File: config.mk
export PLATFORM = sky130hd
export DESIGN_NAME = gpu_prefetch
export DESIGN_NICKNAME = d
export VERILOG_FILES = /design/src/rtl/gpu_pkg.sv /design/src/rtl/gpu_prefetch_fifo.sv /design/src/rtl/gpu_prefetch.sv
export SDC_FILE = /design/constraint.sdc
export NUM_CORES = 1
export LEC_CHECK = 0
export CAP_MARGIN = 25
export CORE_UTILIZATION = 50
export CTS_CLUSTER_SIZE = 16
export DETAILED_ROUTE_END_ITERATION = 6
export GPL_ROUTABILITY_DRIVEN = 0
export PLACE_DENSITY = 0.88
export SETUP_SLACK_MARGIN = 0.3
export SYNTH_ARGS = -nofsm -noshare
export SYNTH_HDL_FRONTEND = slang
export SYNTH_SLANG_ARGS = --single-unit
File: constraint.sdc
create_clock -name clk_0 -period 7.6 [get_ports clk_0]
set_input_delay 2.28 -clock clk_0 [delete_from_list [all_inputs] [get_ports clk_0]]
set_output_delay 2.28 -clock clk_0 [all_outputs]
set_load 0.02 [all_outputs]
File: src/rtl/gpu_pkg.sv
// Shared types and defaults for the GPU instruction prefetch path.
package gpu_pkg;

  localparam int unsigned PF_DEPTH = 4;
  localparam int unsigned PF_AW    = 24;

  typedef logic [15:0]       halfword_t;
  typedef logic [PF_AW-3:0]  long_addr_t;

endpackage

File: src/rtl/gpu_prefetch_fifo.sv
// DEPTH x 16 register-file FIFO: up to two ordered writes and one read per cycle.
module gpu_prefetch_fifo
  import gpu_pkg::*;
#(
  parameter int unsigned DEPTH = PF_DEPTH
) (
  input  logic                       clk_0,
  input  logic                       reset_n,
  input  logic                       clr,
  input  logic                       we0,
  input  halfword_t                  wd0,
  input  logic                       we1,
  input  halfword_t                  wd1,
  input  logic                       re,
  output halfword_t                  rdata,
  output logic [$clog2(DEPTH):0]     count
);

  localparam int unsigned PW = $clog2(DEPTH);
  localparam int unsigned CW = PW + 1;

  halfword_t       mem [DEPTH];
  logic [PW-1:0]   wr_ptr;
  logic [PW-1:0]   rd_ptr;
  logic [PW-1:0]   wr1_ptr_c;
  logic            rd_ok_c;

  // Second write lands after the first when both are enabled.
  assign wr1_ptr_c = wr_ptr + PW'(we0);
  assign rd_ok_c   = re & (count != '0);
  assign rdata     = mem[rd_ptr];

  always_ff @(posedge clk_0 or negedge reset_n) begin
    if (!reset_n) begin
      for (int i = 0; i < int'(DEPTH); i++) mem[i] <= '0;
      wr_ptr <= '0;
      rd_ptr <= '0;
      count  <= '0;
    end else if (clr) begin
      wr_ptr <= '0;
      rd_ptr <= '0;
      count  <= '0;
    end else begin
      if (we0) mem[wr_ptr]    <= wd0;
      if (we1) mem[wr1_ptr_c] <= wd1;
      wr_ptr <= wr_ptr + PW'(we0) + PW'(we1);
      rd_ptr <= rd_ptr + PW'(rd_ok_c);
      count  <= count + CW'(we0) + CW'(we1) - CW'(rd_ok_c);
    end
  end

endmodule

File: src/rtl/gpu_prefetch.sv
// Instruction prefetch queue: fetches longs, splits them big-endian into halfwords,
// and hands them to the execution controller; jumps flush and redirect fetching.
module gpu_prefetch
  import gpu_pkg::*;
#(
  parameter int unsigned DEPTH = PF_DEPTH,
  parameter int unsigned AW    = PF_AW
) (
  input  logic            clk_0,
  input  logic            reset_n,
  input  logic            go,
  input  logic            jump_go,
  input  logic [AW-1:0]   jump_addr,
  input  logic            romold,
  output logic            pfreq,
  output logic [AW-3:0]   pfaddr,
  input  logic            pfack,
  input  logic [31:0]     pfdata,
  output logic            insrdy,
  output halfword_t       instr,
  output logic [AW-1:0]   ins_pc
);

  localparam int unsigned LW = AW - 2;
  localparam int unsigned CW = $clog2(DEPTH) + 1;

  logic [LW-1:0]  fa;
  logic           skip;
  logic           outstanding;
  logic [CW-1:0]  count;
  logic           ack_c;
  logic           pop_c;
  logic           req_c;
  logic           we1_c;
  halfword_t      wd0_c;
  logic           addr_lsb_unused;

  // The request register doubles as the open-request flag.
  assign outstanding     = pfreq;
  assign addr_lsb_unused = jump_addr[0];

  assign ack_c  = pfack & pfreq & ~jump_go;
  assign pop_c  = romold & insrdy & ~jump_go;
  assign req_c  = go & ~jump_go & ~outstanding & (count <= CW'(DEPTH - 2));
  assign we1_c  = ack_c & ~skip;
  assign wd0_c  = skip ? pfdata[15:0] : pfdata[31:16];
  assign insrdy = (count != '0);

  gpu_prefetch_fifo #(.DEPTH(DEPTH)) u_fifo (
    .clk_0   (clk_0),
    .reset_n (reset_n),
    .clr     (jump_go),
    .we0     (ack_c),
    .wd0     (wd0_c),
    .we1     (we1_c),
    .wd1     (pfdata[15:0]),
    .re      (pop_c),
    .rdata   (instr),
    .count   (count)
  );

  // A jump restarts fetching straight away so the first long is requested next cycle.
  always_ff @(posedge clk_0 or negedge reset_n) begin
    if (!reset_n) begin
      pfreq  <= 1'b0;
      pfaddr <= '0;
      fa     <= '0;
      skip   <= 1'b0;
      ins_pc <= '0;
    end else if (jump_go) begin
      fa     <= jump_addr[AW-1:2];
      skip   <= jump_addr[1];
      ins_pc <= {jump_addr[AW-1:1], 1'b0};
      pfreq  <= go;
      pfaddr <= jump_addr[AW-1:2];
    end else begin
      if (ack_c) begin
        pfreq <= 1'b0;
        fa    <= fa + LW'(1);
        skip  <= 1'b0;
      end else if (req_c) begin
        pfreq  <= 1'b1;
        pfaddr <= fa;
      end
      if (pop_c) ins_pc <= ins_pc + AW'(2);
    end
  end

endmodule

==> flow_summary_export.csv <==
group,metric,value,unit
outcome,outcome,"finished, final reports clean",
floorplan,initial_core_util,0.519,
floorplan,core.rowCount,44,
clock_tree,hold_buffers,0,
detailed_routing,num_vias,6346,
yosys,yosysSeqAreaShare,0.457,
clock_tree,root_buffer,"clkbuf_16",
critical_path,r2r_setup_slack,4570,ps
sta,final-hold-violation-count,0,
hold_path,hold_class,"flip-flop to flip-flop",
run,max_cap_violations,0,
critical_path,critPathArrivalTime,2620,ps
sta,maxSlewHeadroom,0.284,
sta,min_period_over_period,0.644,
clock_tree,clkLatencyLatePin,430,ps
critical_path,start_kind,"flip-flop",
floorplan,die_h,126,um
clock_tree,post-cts-setup-buffers,0,
critical_path,cp_num_cells,3,
critical_path,crit_fanout,9,
global_routing,globalRoute.totalOverflow,0,
cells_and_area,layout-drive-gt1-share,0.105,
detailed_routing,ant_nets,0,
clock_tree,cts_buffer_depth,2,
power,power,2.67,mW
power,powerDensity,277,mW/mm^2
critical_path,r2r_end,"u_fifo.count[2]",
yosys,ys_ff_latch,140,
cells_and_area,fin_area,0.00965,sq mm
clock_tree,clkSinkCount,140,
sta,grt_setup_unrepaired,"false",
clock_tree,cts_buffers,17,
yosys,syn-mean-instance-area,10.3,sq um
place,io_buffers,123,
clock_tree,htree_levels,4,
sta,hold-worst-slack,552,ps
sta,min_period,4900,ps
global_routing,first_global_vias,6354,
critical_path,reg2reg_depth,7,
cells_and_area,num-nets-final,921,
floorplan,core_area,0.0148,sq mm
power,power.internal,1.82,mW
global_routing,grt_max_degree,77,
cells_and_area,fillers,1157,
yosys,synthFlopType,"dfrtp_1",
sta,setup_viol,0,
critical_path,path_cells,"buf_4, mux4_2, clkdlybuf4s50_1",
yosys,synth_edf_count,0,
yosys,yosysUniqueCellTypes,54,
yosys,yosysWarningCount,0,
power,p_seq_frac,0.392,
power,max-vdd-ir-drop,0.000176,V
critical_path,cp_slowest_cell,"dfrtp_1",
place,dp_hpwl,13.3,mm
sta,worst_pin_slew,1070,ps
floorplan,ios,126,
sta,finalMaxSlewViolations,0,
clock_tree,cts_resized,0,
detailed_routing,wl,20.1,mm
critical_path,crit_required,5320,ps
power,swShare,0.317,
detailed_routing,drt_iter0_drc,603,
sta,setup_ws,2700,ps
power,p_switching,0.846,mW
critical_path,end_kind,"output pin",
detailed_routing,drtPass1Iterations,5,
critical_path,critPathKind,"flip-flop to output pin",
power,p_leak,4.03,nW
place,place_ws,2310,ps
power,p_clk_frac,0.302,
global_routing,antenna_found_initial,1,
critical_path,critPathCapture,"instr[2]",
place,dpl-instance-area,0.00904,sq mm
sta,max_freq,204,MHz
global_routing,grt_pass1_wl,32.6,mm
yosys,syn_nets,814,
detailed_routing,drcViolationCount,0,
detailed_routing,wl_per_cell,19.2,um
critical_path,critPathMaxStageDelay,730,ps
yosys,synth_area,0.00766,sq mm
global_routing,grt_use_total,0.266,
critical_path,reg2reg_from,"u_fifo.count[1]",
critical_path,startpoint,"u_fifo.rd_ptr[0]",
detailed_routing,vias_per_cell,6.07,
sta,finalSetupTns,0,ps
critical_path,cpLargestDelayFamily,"buffers and inverters",
power,combPwrFrac,0.305,
cells_and_area,area_growth,26.1,%
yosys,postSynthCellCount,743,
critical_path,path_buf_inv,2,
clock_tree,clk_pin_slew,60,ps
floorplan,dieWidth,126,um
yosys,async_flop_share,1.00,
floorplan,die_area,0.0158,sq mm
sta,finClkSkew,6.89,ps
clock_tree,cts_tree,"done",
[power groups by stage]
| stage | clock, mW | sequential [mW] | combinational [mW] |
|---|---|---|---|
| 3_3_place_gp | 0 | 1.05 | 0.787 |
| 4_1_cts | 0.816 | 1.04 | 0.818 |
| 2_1_floorplan | 0 | 1.05 | 0.465 |
| 3_5_place_dp | 0 | 1.05 | 0.809 |
| 5_1_grt | 0.844 | 1.07 | 0.883 |
| 6_report | 0.807 | 1.05 | 0.815 |
[metal layers]
metal / share of wire / up-vias / wire length, um / GRT usage
met5: 0 / - / 0 / 0
met4: 0.026 / 0 / 529 / 0.121
met3: 0.057 / 47 / 1160 / 0.0535
met2: 0.48 / 237 / 9680 / 0.425
met1: 0.44 / 3145 / 8760 / 0.351
li1: - / 2917 / - / -
[worst reg2reg max path: stages (launching register included)]
cell and delay (ps):
dfrtp_1 450, o31ai_1 910, nor2_1 150, ha_1 360
fa_1 450, fa_1 390, xnor2_1 150, nor2_1 50
[metrics by stage]
step | cells | util
after floorplan | 743 | -
after CTS | 1043 | 0.651
after global placement | 1011 | 0.610
after detailed placement | 1013 | 0.613
after global routing | 1046 | 0.654
final | 1046 | 0.654
[sequential cells by signal, summed over array words and instances (netlist names)]
signal and count:
skip 1, u_fifo.wr_ptr 2, u_fifo.rd_ptr 2, pfreq 1, pfaddr 22, fa 22
u_fifo.mem 64, ins_pc 23, u_fifo.count 3
[final cells by class]
cell class / instances / area [sq um] / area share
repair buffers: 136 / 1380 / 0.143
flip-flops and latches: 140 / 3500 / 0.363
diodes: 1 / 2.50 / 0.000259
multi-input cells: 542 / 3920 / 0.406
inverters: 13 / 48.8 / 0.00505
clock inverters: 8 / 92.6 / 0.00959
well taps: 184 / 230 / 0.0238
clock buffers: 22 / 474 / 0.0491
[worst min-delay path by stage]
stage | slack (ps) | cells past startpoint | endpoint | startpoint
finish | 550 | 2 | u_fifo.mem[46] | u_fifo.mem[46]
CTS | 550 | 2 | u_fifo.mem[46] | u_fifo.mem[46]
global placement | 530 | 2 | u_fifo.mem[46] | u_fifo.mem[46]
detailed placement | 540 | 2 | u_fifo.mem[46] | u_fifo.mem[46]
floorplan | 510 | 2 | u_fifo.mem[46] | u_fifo.mem[46]
global route | 580 | 2 | u_fifo.mem[61] | u_fifo.mem[61]
[cells in the mapped netlist (3+ instances only)]
cell type | instances | area [sq um]
a21boi_0 | 18 | 135
mux4_2 | 16 | 360
nand4_1 | 11 | 68.8
and4_1 | 5 | 43.8
a31oi_1 | 17 | 106
nor2_1 | 28 | 105
xor2_1 | 8 | 70.1
nand3_1 | 18 | 90.1
nor3_1 | 10 | 50.1
nor4_1 | 14 | 87.6
nor2b_1 | 6 | 37.5
nand2b_1 | 22 | 138
a21oi_1 | 26 | 130
buf_2 | 12 | 60.1
and3_1 | 6 | 37.5
xnor2_1 | 16 | 140
dfrtp_1 | 140 | 3500
or4_1 | 9 | 67.6
a31o_2 | 3 | 26.3
mux2i_1 | 86 | 861
nand2_1 | 84 | 315
clkbuf_1 | 30 | 113
or3_1 | 4 | 25.0
o31ai_1 | 11 | 82.6
inv_1 | 13 | 48.8
o21ai_0 | 67 | 335
buf_1 | 3 | 11.3
ha_1 | 7 | 87.6
mux2_2 | 16 | 180
a211oi_1 | 5 | 37.5
[cells by family after synthesis]
kind of cell               share of synthesized area
DFF                                            0.457
AOI/OAI and AO/OA                              0.122
adders and majority gates                     0.0167
other                                       0.000490
xor gates and xnor gates                      0.0274
and+or+nand+nor                                0.159
buffers and inverters                         0.0338
muxes                                          0.183
[placed cells by master, fill, tap and decap left out, drive strengths merged, types with 6 or more instances in the layout]
| cell type | instances |
|---|---|
| nor3 | 11 |
| mux2i | 86 |
| nand2 | 84 |
| nand2b | 22 |
| mux4 | 16 |
| clkdlybuf4s50 | 122 |
| nor2 | 28 |
| mux2 | 16 |
| dfrtp | 140 |
| buf | 13 |
| xor2 | 8 |
| o21ai | 69 |
| and4 | 6 |
| and3 | 6 |
| nor2b | 6 |
| clkbuf | 23 |
| nand4 | 12 |
| ha | 7 |
| xnor2 | 16 |
| or4 | 10 |
| o31ai | 11 |
| a21oi | 26 |
| a21boi | 18 |
| nor4 | 14 |
| a31oi | 17 |
| inv | 13 |
| nand3 | 19 |
Note: power is estimated with default switching activity, not from simulation.
